**src/rtl/speed_tick_ctrl_if.sv**
```systemverilog
// Control/status bundle for the game-speed tick controller.
// The host side drives run and the speed requests. The controller side
// returns the current level, the tick pulse, the square wave and the ramp-busy flag.
interface speed_tick_if;
    logic       run;
    logic       accel_req;
    logic       brake_req;
    logic [2:0] level;
    logic       tick;
    logic       y;
    logic       busy;

    modport master (
        output run, accel_req, brake_req,
        input  level, tick, y, busy
    );

    modport slave (
        input  run, accel_req, brake_req,
        output level, tick, y, busy
    );
endinterface

```
**src/rtl/speed_tick_ctrl.sv**
```systemverilog
// Speed-level-scheduled divider for the game timing chain.
// Each speed level selects the divider period. Held accel/brake requests
// move the level one step after they persist for RAMP_TICKS ticks.
// A level change and its period change take effect only at a wrap, so the
// outputs never glitch. All state updates on the falling edge of clock_in.
module speed_tick_ctrl #(
    parameter logic [26:0] BASE_PERIOD = 27'd330000,
    parameter logic [26:0] STEP        = 27'd30000,
    parameter logic [2:0]  MAX_LEVEL   = 3'd7,
    parameter logic [7:0]  RAMP_TICKS  = 8'd16
) (
    input  logic        clock_in,
    input  logic        reset_n,
    speed_tick_if.slave bus
);

    // The fastest level must still leave a period of at least two clocks.
    if (BASE_PERIOD < 27'(MAX_LEVEL) * STEP + 27'd2) begin : g_bad_period
        $error("speed_tick_ctrl: BASE_PERIOD too small for MAX_LEVEL*STEP + 2");
    end
    if (RAMP_TICKS == 8'd0) begin : g_bad_ramp
        $error("speed_tick_ctrl: RAMP_TICKS must be >= 1");
    end

    typedef enum logic {PAUSE = 1'b0, RUN = 1'b1} state_t;

    state_t      state_q, state_d;
    logic [26:0] z, period_q, period_nx;
    logic [7:0]  ramp_cnt, ramp_nx;
    logic [2:0]  level_q, level_nx;
    logic        tick_q, y_q;
    logic        wrap;
    logic        req;

    assign wrap = (z == period_q - 27'd1);
    assign req  = bus.brake_req | bus.accel_req;

    // Run/pause state register.
    always_ff @(negedge clock_in or negedge reset_n) begin
        if (!reset_n) state_q <= PAUSE;
        else          state_q <= state_d;
    end

    // Next state follows run on every edge. Counting on this edge uses the
    // state being entered, so a pause freezes z on the same edge as run drops.
    always_comb begin
        state_d = state_q;
        case (state_q)
            PAUSE:   if (bus.run)  state_d = RUN;
            RUN:     if (!bus.run) state_d = PAUSE;
            default: state_d = PAUSE;
        endcase
    end

    // Ramp scheduler and the next level. Brake wins over accel, and both
    // requests share one counter, so changing direction keeps progress.
    always_comb begin
        level_nx = level_q;
        ramp_nx  = 8'd0;
        if (req) begin
            if (ramp_cnt < RAMP_TICKS - 8'd1) begin
                ramp_nx = ramp_cnt + 8'd1;
            end else if (bus.brake_req) begin
                if (level_q != 3'd0) level_nx = level_q - 3'd1;
            end else begin
                if (level_q != MAX_LEVEL) level_nx = level_q + 3'd1;
            end
        end
    end

    assign period_nx = BASE_PERIOD - 27'(level_nx) * STEP;

    // Divider, outputs and wrap-time level/period commit.
    always_ff @(negedge clock_in or negedge reset_n) begin
        if (!reset_n) begin
            z        <= '0;
            period_q <= BASE_PERIOD;
            level_q  <= '0;
            ramp_cnt <= '0;
            tick_q   <= 1'b0;
            y_q      <= 1'b0;
        end else if (state_d == RUN) begin
            y_q    <= (z < (period_q >> 1));
            tick_q <= wrap;
            if (wrap) begin
                z        <= '0;
                period_q <= period_nx;
                level_q  <= level_nx;
                ramp_cnt <= ramp_nx;
            end else begin
                z <= z + 27'd1;
            end
        end else begin
            tick_q <= 1'b0;
        end
    end

    assign bus.level = level_q;
    assign bus.tick  = tick_q;
    assign bus.y     = y_q;
    assign bus.busy  = (ramp_cnt != 8'd0);

endmodule

```
**src/flat_wrapper.sv**
```systemverilog
// flat-port wrapper written by rule: the top's interface ports become plain ports
module speed_tick_ctrl_flat 
#(
    parameter logic [26:0] BASE_PERIOD = 27'd330000,
    parameter logic [26:0] STEP        = 27'd30000,
    parameter logic [2:0]  MAX_LEVEL   = 3'd7,
    parameter logic [7:0]  RAMP_TICKS  = 8'd16
)
  (clock_in, reset_n, bus_run, bus_accel_req, bus_brake_req, bus_level, bus_tick, bus_y, bus_busy);
  speed_tick_if bus_i ();
  input  logic clock_in;
  input  logic reset_n;
  input wire logic [$bits(bus_i.run)-1:0] bus_run;
  input wire logic [$bits(bus_i.accel_req)-1:0] bus_accel_req;
  input wire logic [$bits(bus_i.brake_req)-1:0] bus_brake_req;
  output wire logic [$bits(bus_i.level)-1:0] bus_level;
  output wire logic [$bits(bus_i.tick)-1:0] bus_tick;
  output wire logic [$bits(bus_i.y)-1:0] bus_y;
  output wire logic [$bits(bus_i.busy)-1:0] bus_busy;
  assign bus_i.run = bus_run;
  assign bus_i.accel_req = bus_accel_req;
  assign bus_i.brake_req = bus_brake_req;
  assign bus_level = bus_i.level;
  assign bus_tick = bus_i.tick;
  assign bus_y = bus_i.y;
  assign bus_busy = bus_i.busy;
  speed_tick_ctrl #(.BASE_PERIOD(BASE_PERIOD), .STEP(STEP), .MAX_LEVEL(MAX_LEVEL), .RAMP_TICKS(RAMP_TICKS)) u_core (.clock_in(clock_in), .reset_n(reset_n), .bus(bus_i));
endmodule
```
**config.mk**
```make
export PLATFORM = sky130hd
export DESIGN_NAME = speed_tick_ctrl_flat
export DESIGN_NICKNAME = d
export VERILOG_FILES = /design/src/rtl/speed_tick_ctrl_if.sv /design/src/rtl/speed_tick_ctrl.sv /design/src/flat_wrapper.sv
export SDC_FILE = /design/constraint.sdc
export NUM_CORES = 1
export LEC_CHECK = 0
export BUFFER_PORTS_ARGS = -buffer_cell sky130_fd_sc_hd__buf_2
export CAP_MARGIN = 10
export CORE_MARGIN = 2
export CORE_UTILIZATION = 64
export DETAILED_ROUTE_END_ITERATION = 12
export PLACE_DENSITY = 0.87
export SLEW_MARGIN = 20
export SYNTH_ARGS = -nofsm -noshare
export SYNTH_HDL_FRONTEND = slang
export SYNTH_SLANG_ARGS = --single-unit
```
**constraint.sdc**
```tcl
create_clock -name clock_in -period 6.56 [get_ports clock_in]
set_input_delay 1.312 -clock clock_in [delete_from_list [all_inputs] [get_ports clock_in]]
set_output_delay 1.312 -clock clock_in [all_outputs]
set_load 0.02 [all_outputs]
```
==> Word level (Yosys, flattened, before mapping) <==
Index checks and enable logic that the tools add are counted.
{ "totals": {"regBits": 67, "out_inout_bits": 6, "word_cells": 31, "inputBits": 5} }
{ "op_classes": {"n_mux": 10, "add_sub_neg": 6, "eq_ne": 2, "bitwise_logic": 1, "n_mul": 1, "magnitude_cmp": 2, "n_reduce_logical": 3} }
{ "ops": {"columns": ["operator", "count"], "rows": [
  ["27-bit by 1-bit adder with 27-bit output, second input constant", 1],
  ["27-bit == test", 1],
  ["27-bit by 26-bit less-than comparator with 1-bit output", 1],
  ["27-bit 2-to-1 mux", 1],
  ["27-bit by 1-bit subtractor with 27-bit output, second input constant", 1],
  ["19-bit by 18-bit subtractor with 20-bit output, first input constant", 1],
  ["8-bit 2-to-1 mux", 2],
  ["3-bit 2-to-1 mux", 5],
  ["3-bit by 11-bit multiplier with 14-bit output, second input constant", 1],
  ["8-bit by 1-bit adder with 8-bit output, second input constant", 1],
  ["8-bit by 4-bit less-than comparator with 1-bit output, second input constant", 1],
  ["8-bit nonzero test", 1],
  ["3-bit by 1-bit adder with 3-bit output, second input constant", 1],
  ["3-bit != test, second input constant", 1],
  ["3-bit nonzero test", 1],
  ["3-bit by 1-bit subtractor with 3-bit output, second input constant", 1],
  ["1-bit 2-to-1 mux", 2],
  ["2-bit AND reduction", 1],
  ["1-bit OR", 1]
]} }

==> Longest topological paths before layout <==
{ "logic_depth": {"ltp_word": 7, "ltp_mapped": 20, "mapped_depth_nobuf": 18} }

==> reports/results.txt <==
Nets: 602
CP Launch Type: input pin
layout cells sized above 1: 0.2806
RR Startpoint: u_core.bus.level[0]
Final Setup Violations: 10
GR Util All Layers: 0.3001
transition time of the tightest slew-check pin: 714.6 ps
P_sw: 0.1774 mW
diode count: 0
latest clock arrival within the worst-skew pair: 370 ps
Setup Skew: 64.81 ps
crit path max fanout: 5
Initial Util: 0.6540
Hold Buf Count CTS: 0
hold path startpoint: u_core.z[0]
P_leak: 2.352 nW
worst r2r dst: u_core.period_q[18]
DRT iter0 DRCs: 259
largest net degree at the start of global routing: 55
Ports: 11
WP data required: 3580 ps
hold path cells: 1
Synth cell types: 68
most frequent cells in the layout: buf_4 (50), nor2_1 (49), dfrtn_1 (49)
CTS tree: built
Most common cell on crit path: ha_4
vias: 3915
Residual DRC: 0
Final ANT Viol Nets: 0
area grow syn2layout: 22.38%
status: finished with violations
DIE AREA: 7545 um2
wire per inst: 16.78 um
# rows: 30
vias per cell: 6.089
CP cell instances: buf_8, clkinvlp_4, nor3b_1, buf_4, a311oi_4, xnor2_4, ha_4, ha_4, ha_4, or2_4, a31oi_4, o21bai_4, or4_1, o211ai_1, nor3b_2, or4_4, a211oi_2, a21o_1
routability cong.: 0.9388
TritonCTS Buffers: 5
Place WS: -1721 ps
root buffer cell: clkbuf_8
post-route setup slack: -1214 ps
Inst Count DP: 618
Maximum Capacitance Violations: 0
Worst EP arrival: 4800 ps
area occupied by multi-input gates: 3137 um2
Pwr Density: 119.4 nW/um2
register area: 1358 um2
P_int: 0.4647 mW
Die Span Y: 86.86 um
maximum VDD drop: 80.24 uV
Sink Count: 54
number of synthesized flops with an enable pin: 0
port buffer count: 10
Syn Nets: 543
Post-DP HPWL: 7792 um
#FFs+latches synth: 54
first-pass GRT wire length: 18090 um
Hold Crit Endpoint: u_core.z[0]
Post-Syn Area: 4394 um2
Final Hold Fails: 0
vias in the first global route: 3921
setup_tns: -9140 ps
fillers: 399
sequential fraction of the synthesis area: 0.3089
Flop pwr share: 0.591
CTS H-tree depth: 2
drt total wl: 10790 um
CP Capture Type: flop
Clk network pwr share: 0.304
Core ar.: 6719 um2
die width: 86.86 um
synthesis warning total: 0
cell count after synthesis: 503
Setup CP Type: input pin to flop
hold crit path type: flop to flop
Slowest-stage cell, CP: or4_4
Layout Cells excl Fill: 643
Gate power share: 0.105
Main synth FF type: dfrtn_1
failing checks: negative setup slack
Reg2Reg Depth: 18
Worst-path clk slew: 60 ps
global route overflow: 0
RSZ-0062 raised after global routing: yes
R2R Setup Slk: 1830 ps
Longest Clk Path Bufs: 2
commonest non-fill, non-tap cell in the layout: buf_4
Async S/R FF share, synth: 1.000
drt pass-1 iters: 4
max_slew headroom: 0.5113
pins over their slew limit: 0
crit-path max cell delay: 520 ps
Net Sw Frac: 0.2763
initial antenna violation count: 0
syn avg cell area: 8.736 um2
## logic make-up after synthesis
| logic type | share of synthesized area |
|---|---|
| flops | 0.3089 |
| buf+inv | 0.05666 |
| compound gates | 0.1381 |
| mux | 0.01452 |
| simple gates | 0.2602 |
| fa+ha+maj | 0.1031 |
| xor+xnor | 0.1185 |
## routing by layer
| metal | part of all wire | up-vias | GRT usage |
|---|---|---|---|
| met5 | 0 | - | 0 |
| met4 | 0.023 | 0 | 0.1065 |
| met3 | 0.031 | 23 | 0.03507 |
| met2 | 0.52 | 90 | 0.5330 |
| met1 | 0.43 | 1914 | 0.3742 |
| li1 | - | 1888 | - |
## timing repair
action,in CTS,in global routing
pin swaps,11,6
setup endpoints to repair,11,10
setup buffers,8,5
resized for setup,27,15
## power by group through the flow
stage | sequential, mW | combinational (mW) | clock (mW)
finish | 0.380 | 0.0671 | 0.195
global route | 0.383 | 0.0752 | 0.213
CTS | 0.379 | 0.0670 | 0.196
detailed placement | 0.385 | 0.0652 | 0.00568
global placement | 0.383 | 0.0600 | 0.00568
floorplan | 0.375 | 0.0482 | 0.00568
## flip-flops by register name, indices dropped and copies added (netlist names)
name,cells
u_core.ramp_cnt,8
u_core.bus.level,3
u_core.z,27
u_core.period_q,14
u_core.bus.y,1
u_core.bus.tick,1
## how the worst max path moves through the flow
stage / start / to / depth (start not counted)
6_report: bus_brake_req / u_core.period_q[18] / 18
3_3_place_gp: bus_brake_req / u_core.period_q[17] / 17
3_5_place_dp: bus_brake_req / u_core.period_q[17] / 17
4_1_cts: bus_brake_req / u_core.period_q[16] / 16
2_1_floorplan: bus_brake_req / u_core.period_q[16] / 17
5_1_grt: bus_brake_req / u_core.period_q[18] / 18
## area by class of cell
type,count,area share
clock buffers,5,0.01280
clock inverters,8,0.006980
inverters,31,0.02234
multi-input cells,395,0.5833
flip-flops and latches,54,0.2524
well taps,80,0.01861
repair buffers,70,0.1035
## synthesized netlist by cell type, drive strengths merged, types with 2 or more instances
cell,n,area (um2)
nand2,44,165.2
xnor2,26,235.2
a21o,9,67.56
clkbuf,12,45.04
nor2b,5,31.28
nor3b,5,37.54
nor4b,4,35.03
a21oi,18,101.4
xor2,30,262.8
or3,2,12.51
fa,2,40.04
nand4,15,93.84
o221ai,2,17.52
nor4,10,90.08
inv,32,120.1
mux2i,4,52.55
a211oi,2,15.01
and4b,2,23.77
dfrtn,49,1226
a22oi,3,22.52
and4,6,52.55
or4,8,60.06
nand4b,2,23.77
nor2,56,217.7
and3,8,50.05
nand2b,8,50.05
a2111oi,2,23.77
nand3,21,115.1
buf,10,83.83
or2,2,12.51
o21ai,31,177.7
dfstp,5,131.4
and2,4,27.53
a31oi,5,31.28
ha,33,412.9
nor3,9,45.04
## worst max-delay path: cells and delay by family
| family | cells | cell delay, ps |
|---|---|---|
| AOI/OAI and AO/OA | 6 | 1080 |
| buffers and inverters | 3 | 350 |
| and+or+nand+nor | 5 | 1370 |
| adders and majority gates | 3 | 510 |
| xor gates and xnor gates | 1 | 170 |
## through the flow
stage,power [mW],area [um2],hold WS [ps],utilization
after floorplan,0.4290,4586,409.9,-
after global placement,0.4489,4966,430.5,0.7391
after detailed placement,0.4560,4966,439.7,0.7391
after CTS,0.6426,5263,440.9,0.7832
after global routing,0.6712,5378,463.6,0.8004
final,0.6422,5378,434.9,0.8004
Power figures use the tool's default switching activity.
